<file path="src/rtl/tl_pkg.sv">
`default_nettype none
// ============================================================================
// Module   : tl_pkg
// Purpose  : Shared definitions for the transaction-layer VC router: FSM
//            state encoding and state width.
// Ports    : none (package)
// Revision : 1.0 - initial release
// ============================================================================
package tl_pkg;

  localparam int unsigned ST_W = 3;

  // Encoding is architecturally visible on state_out, so values are fixed.
  typedef enum logic [ST_W-1:0] {
    ST_RESET  = 3'd0,
    ST_INIT   = 3'd1,
    ST_IDLE   = 3'd2,
    ST_ACTIVE = 3'd3,
    ST_ERROR  = 3'd4
  } tl_state_e;

endpackage
`default_nettype wire

</file>
<file path="src/rtl/tl_sync_fifo.sv">
`default_nettype none
// ============================================================================
// Module   : tl_sync_fifo
// Purpose  : Single-clock FIFO with registered read data. A pop on an empty
//            FIFO is ignored; a push on a full FIFO only lands when a pop is
//            served in the same cycle. No write-to-read bypass.
// Ports    : clk, reset     - clock, synchronous active-high reset
//            push_i, wdata_i - write request and data
//            pop_i           - read request
//            rdata_o         - read data, updated only on a served pop
//            rvalid_o        - high the cycle after a served pop
//            full_o, empty_o - occupancy flags
//            count_o         - occupancy 0..DEPTH
// Revision : 1.0 - initial release
// ============================================================================
module tl_sync_fifo #(
  parameter int DATA_W = 6,
  parameter int DEPTH  = 4,
  localparam int AW    = $clog2(DEPTH),
  localparam int CW    = AW + 1
) (
  input  logic              clk,
  input  logic              reset,
  input  logic              push_i,
  input  logic [DATA_W-1:0] wdata_i,
  input  logic              pop_i,
  output logic [DATA_W-1:0] rdata_o,
  output logic              rvalid_o,
  output logic              full_o,
  output logic              empty_o,
  output logic [CW-1:0]     count_o
);

  logic [DATA_W-1:0] mem_q [DEPTH];
  logic [AW-1:0]     wr_ptr_q;
  logic [AW-1:0]     rd_ptr_q;
  logic [CW-1:0]     count_q;
  logic [DATA_W-1:0] rdata_q;
  logic              rvalid_q;
  logic              do_push_w;
  logic              do_pop_w;

  assign empty_o  = (count_q == '0);
  assign full_o   = (count_q == CW'(DEPTH));
  assign count_o  = count_q;
  assign rdata_o  = rdata_q;
  assign rvalid_o = rvalid_q;

  // A served pop frees a slot this cycle, so a full FIFO can still accept.
  assign do_pop_w  = pop_i && !empty_o;
  assign do_push_w = push_i && (!full_o || do_pop_w);

  always_ff @(posedge clk) begin
    if (do_push_w && !reset) begin
      mem_q[wr_ptr_q] <= wdata_i;
    end
  end

  always_ff @(posedge clk) begin
    if (reset) begin
      wr_ptr_q <= '0;
      rd_ptr_q <= '0;
      count_q  <= '0;
      rdata_q  <= '0;
      rvalid_q <= 1'b0;
    end else begin
      if (do_push_w) begin
        wr_ptr_q <= wr_ptr_q + 1'b1;
      end
      if (do_pop_w) begin
        rdata_q  <= mem_q[rd_ptr_q];
        rd_ptr_q <= rd_ptr_q + 1'b1;
      end
      rvalid_q <= do_pop_w;
      if (do_push_w && !do_pop_w) begin
        count_q <= count_q + 1'b1;
      end else if (!do_push_w && do_pop_w) begin
        count_q <= count_q - 1'b1;
      end
    end
  end

endmodule
`default_nettype wire

</file>
<file path="src/rtl/tl_vc_router.sv">
`default_nettype none
// ============================================================================
// Module   : tl_vc_router
// Purpose  : Transaction-layer core. One ingress word stream is demuxed by
//            its class field (top VC_W bits) into NUM_VC FIFOs, each drained
//            by its own pop. Watermark flow control against runtime
//            thresholds, a small control FSM and a sticky overflow flag.
// Ports    : clk, reset            - clock, synchronous active-high reset
//            init, thr_low/high    - threshold load (while FSM in INIT)
//            push, data_in         - ingress word
//            pop                   - per-VC read request
//            data_out, valid_out   - per-VC registered read data/qualifier
//            almost_full/empty     - per-VC watermarks
//            pause                 - OR of almost_full
//            error_out             - sticky overflow flag
//            state_out, idle_out   - FSM state / state==IDLE
//            pkt_cnt               - per-VC 8-bit accepted-push counters
//                                    (only with TL_PKT_COUNT_EN defined)
// Config   : TL_PKT_COUNT_EN - enables pkt_cnt port and counters
// Revision : 1.0 - initial release
// ============================================================================
module tl_vc_router
  import tl_pkg::*;
#(
  parameter int DATA_W = 6,
  parameter int NUM_VC = 4,
  parameter int DEPTH  = 4,
  localparam int VC_W  = $clog2(NUM_VC),
  localparam int CNT_W = $clog2(DEPTH) + 1
) (
  input  logic                     clk,
  input  logic                     reset,
  input  logic                     init,
  input  logic [CNT_W-1:0]         thr_low,
  input  logic [CNT_W-1:0]         thr_high,
  input  logic                     push,
  input  logic [DATA_W-1:0]        data_in,
  input  logic [NUM_VC-1:0]        pop,
  output logic [NUM_VC*DATA_W-1:0] data_out,
  output logic [NUM_VC-1:0]        valid_out,
  output logic [NUM_VC-1:0]        almost_full,
  output logic [NUM_VC-1:0]        almost_empty,
  output logic                     pause,
  output logic                     error_out,
  output logic [ST_W-1:0]          state_out,
  output logic                     idle_out
`ifdef TL_PKT_COUNT_EN
  ,
  output logic [NUM_VC*8-1:0]      pkt_cnt
`endif
);

  tl_state_e         state_q;
  tl_state_e         state_d;
  logic [CNT_W-1:0]  thr_low_q;
  logic [CNT_W-1:0]  thr_high_q;
  logic              error_q;

  logic              push_ok_w;
  logic [VC_W-1:0]   vc_sel_w;
  logic [NUM_VC-1:0] wr_req_w;
  logic [NUM_VC-1:0] ovf_w;
  logic [NUM_VC-1:0] full_w;
  logic [NUM_VC-1:0] empty_w;
  logic [CNT_W-1:0]  count_w [NUM_VC];
  logic              overflow_w;
  logic              all_empty_w;

  // Pushes only count while the FSM is in a traffic state.
  assign push_ok_w   = push && ((state_q == ST_IDLE) || (state_q == ST_ACTIVE));
  assign vc_sel_w    = data_in[DATA_W-1 -: VC_W];
  assign overflow_w  = |ovf_w;
  assign all_empty_w = &empty_w;

  for (genvar i = 0; i < NUM_VC; i++) begin : g_vc
    logic sel_w;

    assign sel_w       = push_ok_w && (vc_sel_w == VC_W'(i));
    // Full + same-cycle pop is legal; full without pop drops the word.
    assign wr_req_w[i] = sel_w && (!full_w[i] || pop[i]);
    assign ovf_w[i]    = sel_w && full_w[i] && !pop[i];

    tl_sync_fifo #(
      .DATA_W (DATA_W),
      .DEPTH  (DEPTH)
    ) u_fifo (
      .clk      (clk),
      .reset    (reset),
      .push_i   (wr_req_w[i]),
      .wdata_i  (data_in),
      .pop_i    (pop[i]),
      .rdata_o  (data_out[i*DATA_W +: DATA_W]),
      .rvalid_o (valid_out[i]),
      .full_o   (full_w[i]),
      .empty_o  (empty_w[i]),
      .count_o  (count_w[i])
    );

    assign almost_full[i]  = (count_w[i] >= thr_high_q);
    assign almost_empty[i] = (count_w[i] <= thr_low_q);

`ifdef TL_PKT_COUNT_EN
    logic [7:0] pkt_q;

    always_ff @(posedge clk) begin
      if (reset) begin
        pkt_q <= '0;
      end else if (wr_req_w[i]) begin
        pkt_q <= pkt_q + 8'd1;
      end
    end

    assign pkt_cnt[i*8 +: 8] = pkt_q;
`endif
  end

  // Thresholds are only sampled while INIT is held with init asserted.
  always_ff @(posedge clk) begin
    if (reset) begin
      thr_low_q  <= '0;
      thr_high_q <= CNT_W'(DEPTH);
    end else if ((state_q == ST_INIT) && init) begin
      thr_low_q  <= thr_low;
      thr_high_q <= thr_high;
    end
  end

  always_ff @(posedge clk) begin
    if (reset) begin
      error_q <= 1'b0;
    end else if (overflow_w) begin
      error_q <= 1'b1;
    end
  end

  always_ff @(posedge clk) begin
    if (reset) begin
      state_q <= ST_RESET;
    end else begin
      state_q <= state_d;
    end
  end

  always_comb begin
    state_d = state_q;
    unique case (state_q)
      ST_RESET: state_d = ST_INIT;
      ST_INIT: begin
        if (!init) state_d = ST_IDLE;
      end
      ST_IDLE: begin
        if (overflow_w)                state_d = ST_ERROR;
        else if (init)                 state_d = ST_INIT;
        // Contents retained across INIT also move us back to ACTIVE.
        else if (push || !all_empty_w) state_d = ST_ACTIVE;
      end
      ST_ACTIVE: begin
        if (overflow_w)                state_d = ST_ERROR;
        else if (init)                 state_d = ST_INIT;
        else if (all_empty_w && !push) state_d = ST_IDLE;
      end
      ST_ERROR: state_d = ST_ERROR;
      default:  state_d = ST_ERROR;
    endcase
  end

  assign pause     = |almost_full;
  assign error_out = error_q;
  assign state_out = state_q;
  assign idle_out  = (state_q == ST_IDLE);

endmodule
`default_nettype wire

</file>
<file path="config.mk">
export PLATFORM = sky130hd
export DESIGN_NAME = tl_vc_router
export DESIGN_NICKNAME = d
export VERILOG_FILES = /design/src/rtl/tl_pkg.sv /design/src/rtl/tl_sync_fifo.sv /design/src/rtl/tl_vc_router.sv
export SDC_FILE = /design/constraint.sdc
export NUM_CORES = 1
export LEC_CHECK = 0
export CORE_MARGIN = 2
export CORE_UTILIZATION = 50
export CTS_BUF_LIST = sky130_fd_sc_hd__clkbuf_8
export DETAILED_ROUTE_END_ITERATION = 10
export PLACE_DENSITY = 0.71
export RECOVER_POWER = 50
export SLEW_MARGIN = 25
export SYNTH_ARGS = -nofsm -noshare
export SYNTH_HDL_FRONTEND = slang
export SYNTH_HIERARCHICAL = 1
export SYNTH_SLANG_ARGS = --single-unit
</file>
<file path="constraint.sdc">
create_clock -name clk -period 4.1 [get_ports clk]
set_input_delay 0.82 -clock clk [delete_from_list [all_inputs] [get_ports clk]]
set_output_delay 0.82 -clock clk [all_outputs]
set_load 0.1 [all_outputs]
</file>
==> impl_metrics.yaml <==
synth:
  synth_common_cells: "edfxtp_1, nor2_1, dfxtp_1"
  netlist_area_sq_um: 7192
  synthDistinctLibCells: 40
  ys_ff_latch: 162
  synth_nets: 593
  synth-seq-area-share_pct: 58.46
  synth.top_cell.area_share_pct: 40.08
  synthCells: 525
  yosysTopAreaCell: "edfxtp_1"
  synth_edf_count: 96
  synthTopCellsByArea: "edfxtp_1, dfxtp_1, ha_1"
  yosysMostFrequentCell: "edfxtp_1"
  synth_ff_type: "edfxtp_1"
  yosys_warnings: 6
  async_flop_share_pct: 0
  syn_avg_cell_area_sq_um: 13.70
drt:
  vias: 4326
  detail-route-antenna-nets: 0
  wl_microns: 13960
  drtPass1Iterations: 7
  remaining_drc_errors: 0
  drt_iter0_drc: 227
  routed_via_density: 5.374
  routedWlPerCell_microns: 17.34
cts:
  hold_buffers: 0
  clk_pin_slew_ns: 0.08
  cts.sink_count: 162
  cts_setup_buffers: 0
  cts_made_buffers: 17
  cts_tree: "yes"
  h-tree-depth: 4
  clock_path_buffers: 2
  cts_resized: 0
  clkLatencyLatePin_ns: 0.44
  cts-root-buf: "clkbuf_8"
sta:
  slew_headroom_pct: -62.31
  final_hold_viol_count: 0
  skew_ns: 0.008989
  rsz0062_at_grt: "no"
  finalSetupTns_ns: 0
  fin_ws_ns: 0.6568
  slew_viol_final: 56
  finalCritPeriodShare_pct: 83.98
  fmax_mhz: 290.4
  period_needed_ns: 3.443
  finalSetupViolCount: 0
  tightest_slew_ns: 2.435
outcome:
  violations: "capacitance limit, slew limit"
  status: "complete, but fails checks"
setup_path:
  critical_path.max_fanout: 5
  crit_family: "buffers and inverters"
  critPathCaptureType: "flop"
  slowest_delay_ns: 0.51
  crit_path_top_delay_cell: "a2111oi_0"
  required_ns: 4.44
  cp_data_arrival_time_ns: 3.79
  crit_buf_inv: 4
  path_class: "in -> reg"
  cp-start-kind: "primary input"
  worstPathCellList: "clkdlybuf4s50_1 > nand3b_1 > a2111oi_0 > buf_4 > o21ai_4 > inv_2 > ha_1 > inv_1 > fa_1 > xor2_1 > or3_2 > a21oi_1"
final_layout:
  fillerInstances: 1081
  ff_latch_area_sq_um: 4204
  fin_util_pct: 60.86
  final_nets: 679
  fin_cells: 805
  multiInputGateArea_sq_um: 2775
  area_delta_synth_final_pct: 18.37
  layout-drive-gt1-share_pct: 16.99
worst_hold_path:
  hold_class: "reg -> reg"
placement:
  numPortBuffers: 61
  detailed_place_hpwl_microns: 9838
  place_ws_ns: 0.2107
  dp.cells: 772
  gp_congestion: 0.8185
floorplanning:
  die_h_microns: 123.9
  die-area_sq_um: 15360
  initial_core_util_pct: 51.41
  dieWidth_microns: 123.9
  rows: 43
  core_area_sq_um: 13990
  io_pins: 62
global_routing:
  grt_usage_pct: 19.80
  antenna_found_initial: 2
  grt_pass1_wl_microns: 22210
  grt_pass1_vias: 4281
  overflow: 0
  grt_max_degree: 56
job:
  maxCapViolations: 1
power_and_ir_drop:
  peakVddDrop_v: 0.0005026
  leakage_nw: 3.239
  cellPowerDensity_nw_per_um2: 630.1
==> cell type report <==
class | count | share of cell area [%]
repair buffers | 89 | 9.127
clock inverters | 13 | 1.646
inverters | 34 | 1.499
diodes | 1 | 0.02939
clock buffers | 19 | 3.072
flip-flops and latches | 162 | 49.38
multi-input cells | 307 | 32.60
well taps | 180 | 2.646
==> flip-flops by register name, summed over array words and instances, names as in the netlist <==
signal and flops:
g_vc.u_fifo/count_o 12, error_out 1, g_vc.u_fifo/wr_ptr_q 8, g_vc.u_fifo/rdata_o 24, g_vc.u_fifo/mem_q 96, thr_high_q 3, g_vc.u_fifo/rd_ptr_q 8, state_out 3
thr_low_q 3, g_vc.u_fifo/rvalid_o 4
==> tightest hold or removal path, stage by stage, from the launching register on <==
cell and delay, ns:
dfxtp_1 0.33, mux2i_1 0.07, nor2_1 0.07
==> path summary, 6_finish.rpt <==
check	from	end	slack, ns	cells after the start
worst max-delay path	push	g_vc[0].u_fifo/count_o[2]	0.66	12
worst min-delay path	g_vc[1].u_fifo/rdata_o[2]	g_vc[1].u_fifo/rdata_o[2]	0.50	2
worst max register to register	g_vc[0].u_fifo/count_o[1]	g_vc[0].u_fifo/count_o[2]	1.00	12
worst min register to register	g_vc[1].u_fifo/rdata_o[2]	g_vc[1].u_fifo/rdata_o[2]	0.50	2
==> power by group <==
| group | internal [mW] | total, mW | switching [mW] |
|---|---|---|---|
| Clock | 0.622 | 1.17 | 0.543 |
| Sequential | 1.85 | 2.06 | 0.205 |
| Combinational | 0.661 | 2.14 | 1.48 |
| Total | 3.14 | 5.36 | 2.23 |
==> stage by stage <==
| stage | hold WS (ns) | total power [mW] | area [sq um] |
|---|---|---|---|
| 2_1_floorplan | 0.4820 | 3.750 | 7197 |
| 3_3_place_gp | 0.4722 | 4.192 | 8132 |
| 4_1_cts | 0.5044 | 5.403 | 8533 |
| 5_1_grt | 0.5222 | 5.612 | 8513 |
| 6_report | 0.4963 | 5.364 | 8513 |
| 3_5_place_dp | 0.4857 | 4.243 | 8132 |
==> layer usage <==
metal  up-vias  part of all wire, %  global-route usage [%]
li1       2078                    -                       -
met1      2147                   46                   26.43
met2        83                   48                   31.59
met3        16                  4.3                   5.907
met4         2                  1.1                   5.758
met5         -                0.086                       0
==> layout by cell type (no fill, tap or decap), types with 5 or more instances in the layout <==
master,n
inv_1,30
nor2b_1,6
nand3_1,5
ha_1,44
mux2i_1,34
mux4_2,24
clkbuf_8,19
nor3b_1,16
clkinv_2,6
dlygate4sd3_1,6
clkdlybuf4s50_1,45
nor2_1,75
xor2_1,16
o21ai_0,13
edfxtp_1,96
nor3_1,6
a21oi_1,12
buf_4,33
dfxtp_1,66
clkbuf_1,5
nand2b_1,9
==> cell families after synthesis <==
| logic type | synth area share (%) |
|---|---|
| compound gates | 4.436 |
| xor+xnor | 1.948 |
| fa+ha+maj | 8.768 |
| buf+inv | 3.097 |
| flops | 58.46 |
| mux | 13.08 |
| simple gates | 10.21 |
(Power assumes the default switching activity.)
==> edit: new RTL, same flow settings <==
`DATA_W` is set to 6 in 2 places; all go to 8.
--- a/src/rtl/tl_sync_fifo.sv
+++ b/src/rtl/tl_sync_fifo.sv
@@ -14,7 +14,7 @@
 // Revision : 1.0 - initial release
 // ============================================================================
 module tl_sync_fifo #(
-  parameter int DATA_W = 6,
+  parameter int DATA_W = 8,
   parameter int DEPTH  = 4,
   localparam int AW    = $clog2(DEPTH),
   localparam int CW    = AW + 1
--- a/src/rtl/tl_vc_router.sv
+++ b/src/rtl/tl_vc_router.sv
@@ -22,7 +22,7 @@
 module tl_vc_router
   import tl_pkg::*;
 #(
-  parameter int DATA_W = 6,
+  parameter int DATA_W = 8,
   parameter int NUM_VC = 4,
   parameter int DEPTH  = 4,
   localparam int VC_W  = $clog2(NUM_VC),
Interface: changed (resized data_in and data_out); port bits go from 62 to 72. No check against the original RTL was run, so the function may have changed too.
==> edit against the original RTL <==
Clock skew increased by 0.0029 ns. Design area increased by 19%. Sequential cell count increased by 40. Non-clock buffer count increased by 5. Total power increased by 19%. Register-to-register slack improved by 0.11 ns. Routed wire length increased by 24%. Area after synthesis increased by 20%. Core utilization decreased by 0.11 points. Worst setup slack improved by 0.10 ns.
==> edit: results (changes against the original RTL) <==
status=finished clean; Post-synth top cells=128 x edfxtp_1, 74 x dfxtp_1, 64 x nand2_1; Crit Reg-Reg Endpoint=g_vc[2].u_fifo/count_o[2]$_SDFFE_PP0P_; Arr. time, crit path=3.81 ns (+0.02 ns); Clock transition at path regs=0.06 ns (-0.02 ns); Final Skew=0.01190 ns (+0.002907 ns); critical path fanouts, max=14 (+9); Final Wtd Congestion=0.7707 (-5.8%); clock buffer depth=3 (+1); Ant. Diodes=0 (-1); Post-Syn Nets=703 (+19%); Leak=3.579 nW (+10%); drt pass-1 iters=4 (-3); hold_ws=0.4557 ns (-0.04057 ns); peak supply drop=0.5417 mV (+7.8%); Cell Int Power=3.771 mW (+20%); pwr dens=631.4 mW/mm2 (+0.21%); nets=804 (+18%); syn_area_per_cell=13.61 um2 (-0.67%); Setup crit start=data_in[6]; clock latency on the worst-skew pair=0.55 ns (+0.11 ns); Via-to-Cell Ratio=5.329 (-0.84%); Port Buffers=71 (+16%); Layout area overhead=17.80%; relative slew slack=32.41% (+95 points); GRT Util Overall=19.42% (-0.38 points)
==> edit: cell types whose count changed in the layout (fill, tap and decap cells not counted), moves of 16 or more <==
cell	before	now
a21oi_1	12	48
clkbuf_8	19	35
edfxtp_1	96	128
inv_1	30	50
mux2i_1	34	10
nand2_1	0	64
nor2_1	75	47
==> edit: metal layers <==
metal / track usage, % / vias up / routed length, um
met3: 3.442 / 20 / 833
met5: 0 / - / 0
li1: - / 2489 / -
met4: 6.192 / 0 / 324
met2: 32.74 / 124 / 8461
met1: 25.82 / 2584 / 7704
==> edit: cell families after synthesis <==
group,share of synthesized area (%)
buffers and inverters,3.283
adder cells (fa/ha/maj),7.321
AND/OR/NAND/NOR,10.39
multiplexers,10.23
AO/OA/AOI/OAI,5.738
XOR/XNOR,1.220
flip-flops,61.82
==> edit: area by class of cell <==
class                      instances  area share [%]
sequential                       202           52.48
multi-input combinational        363           29.18
timing repair buffer              94           8.324
clock buffer                      35           4.748
tap                              220           2.713
inverter                          42           1.554
clock inverter                    23          0.9989
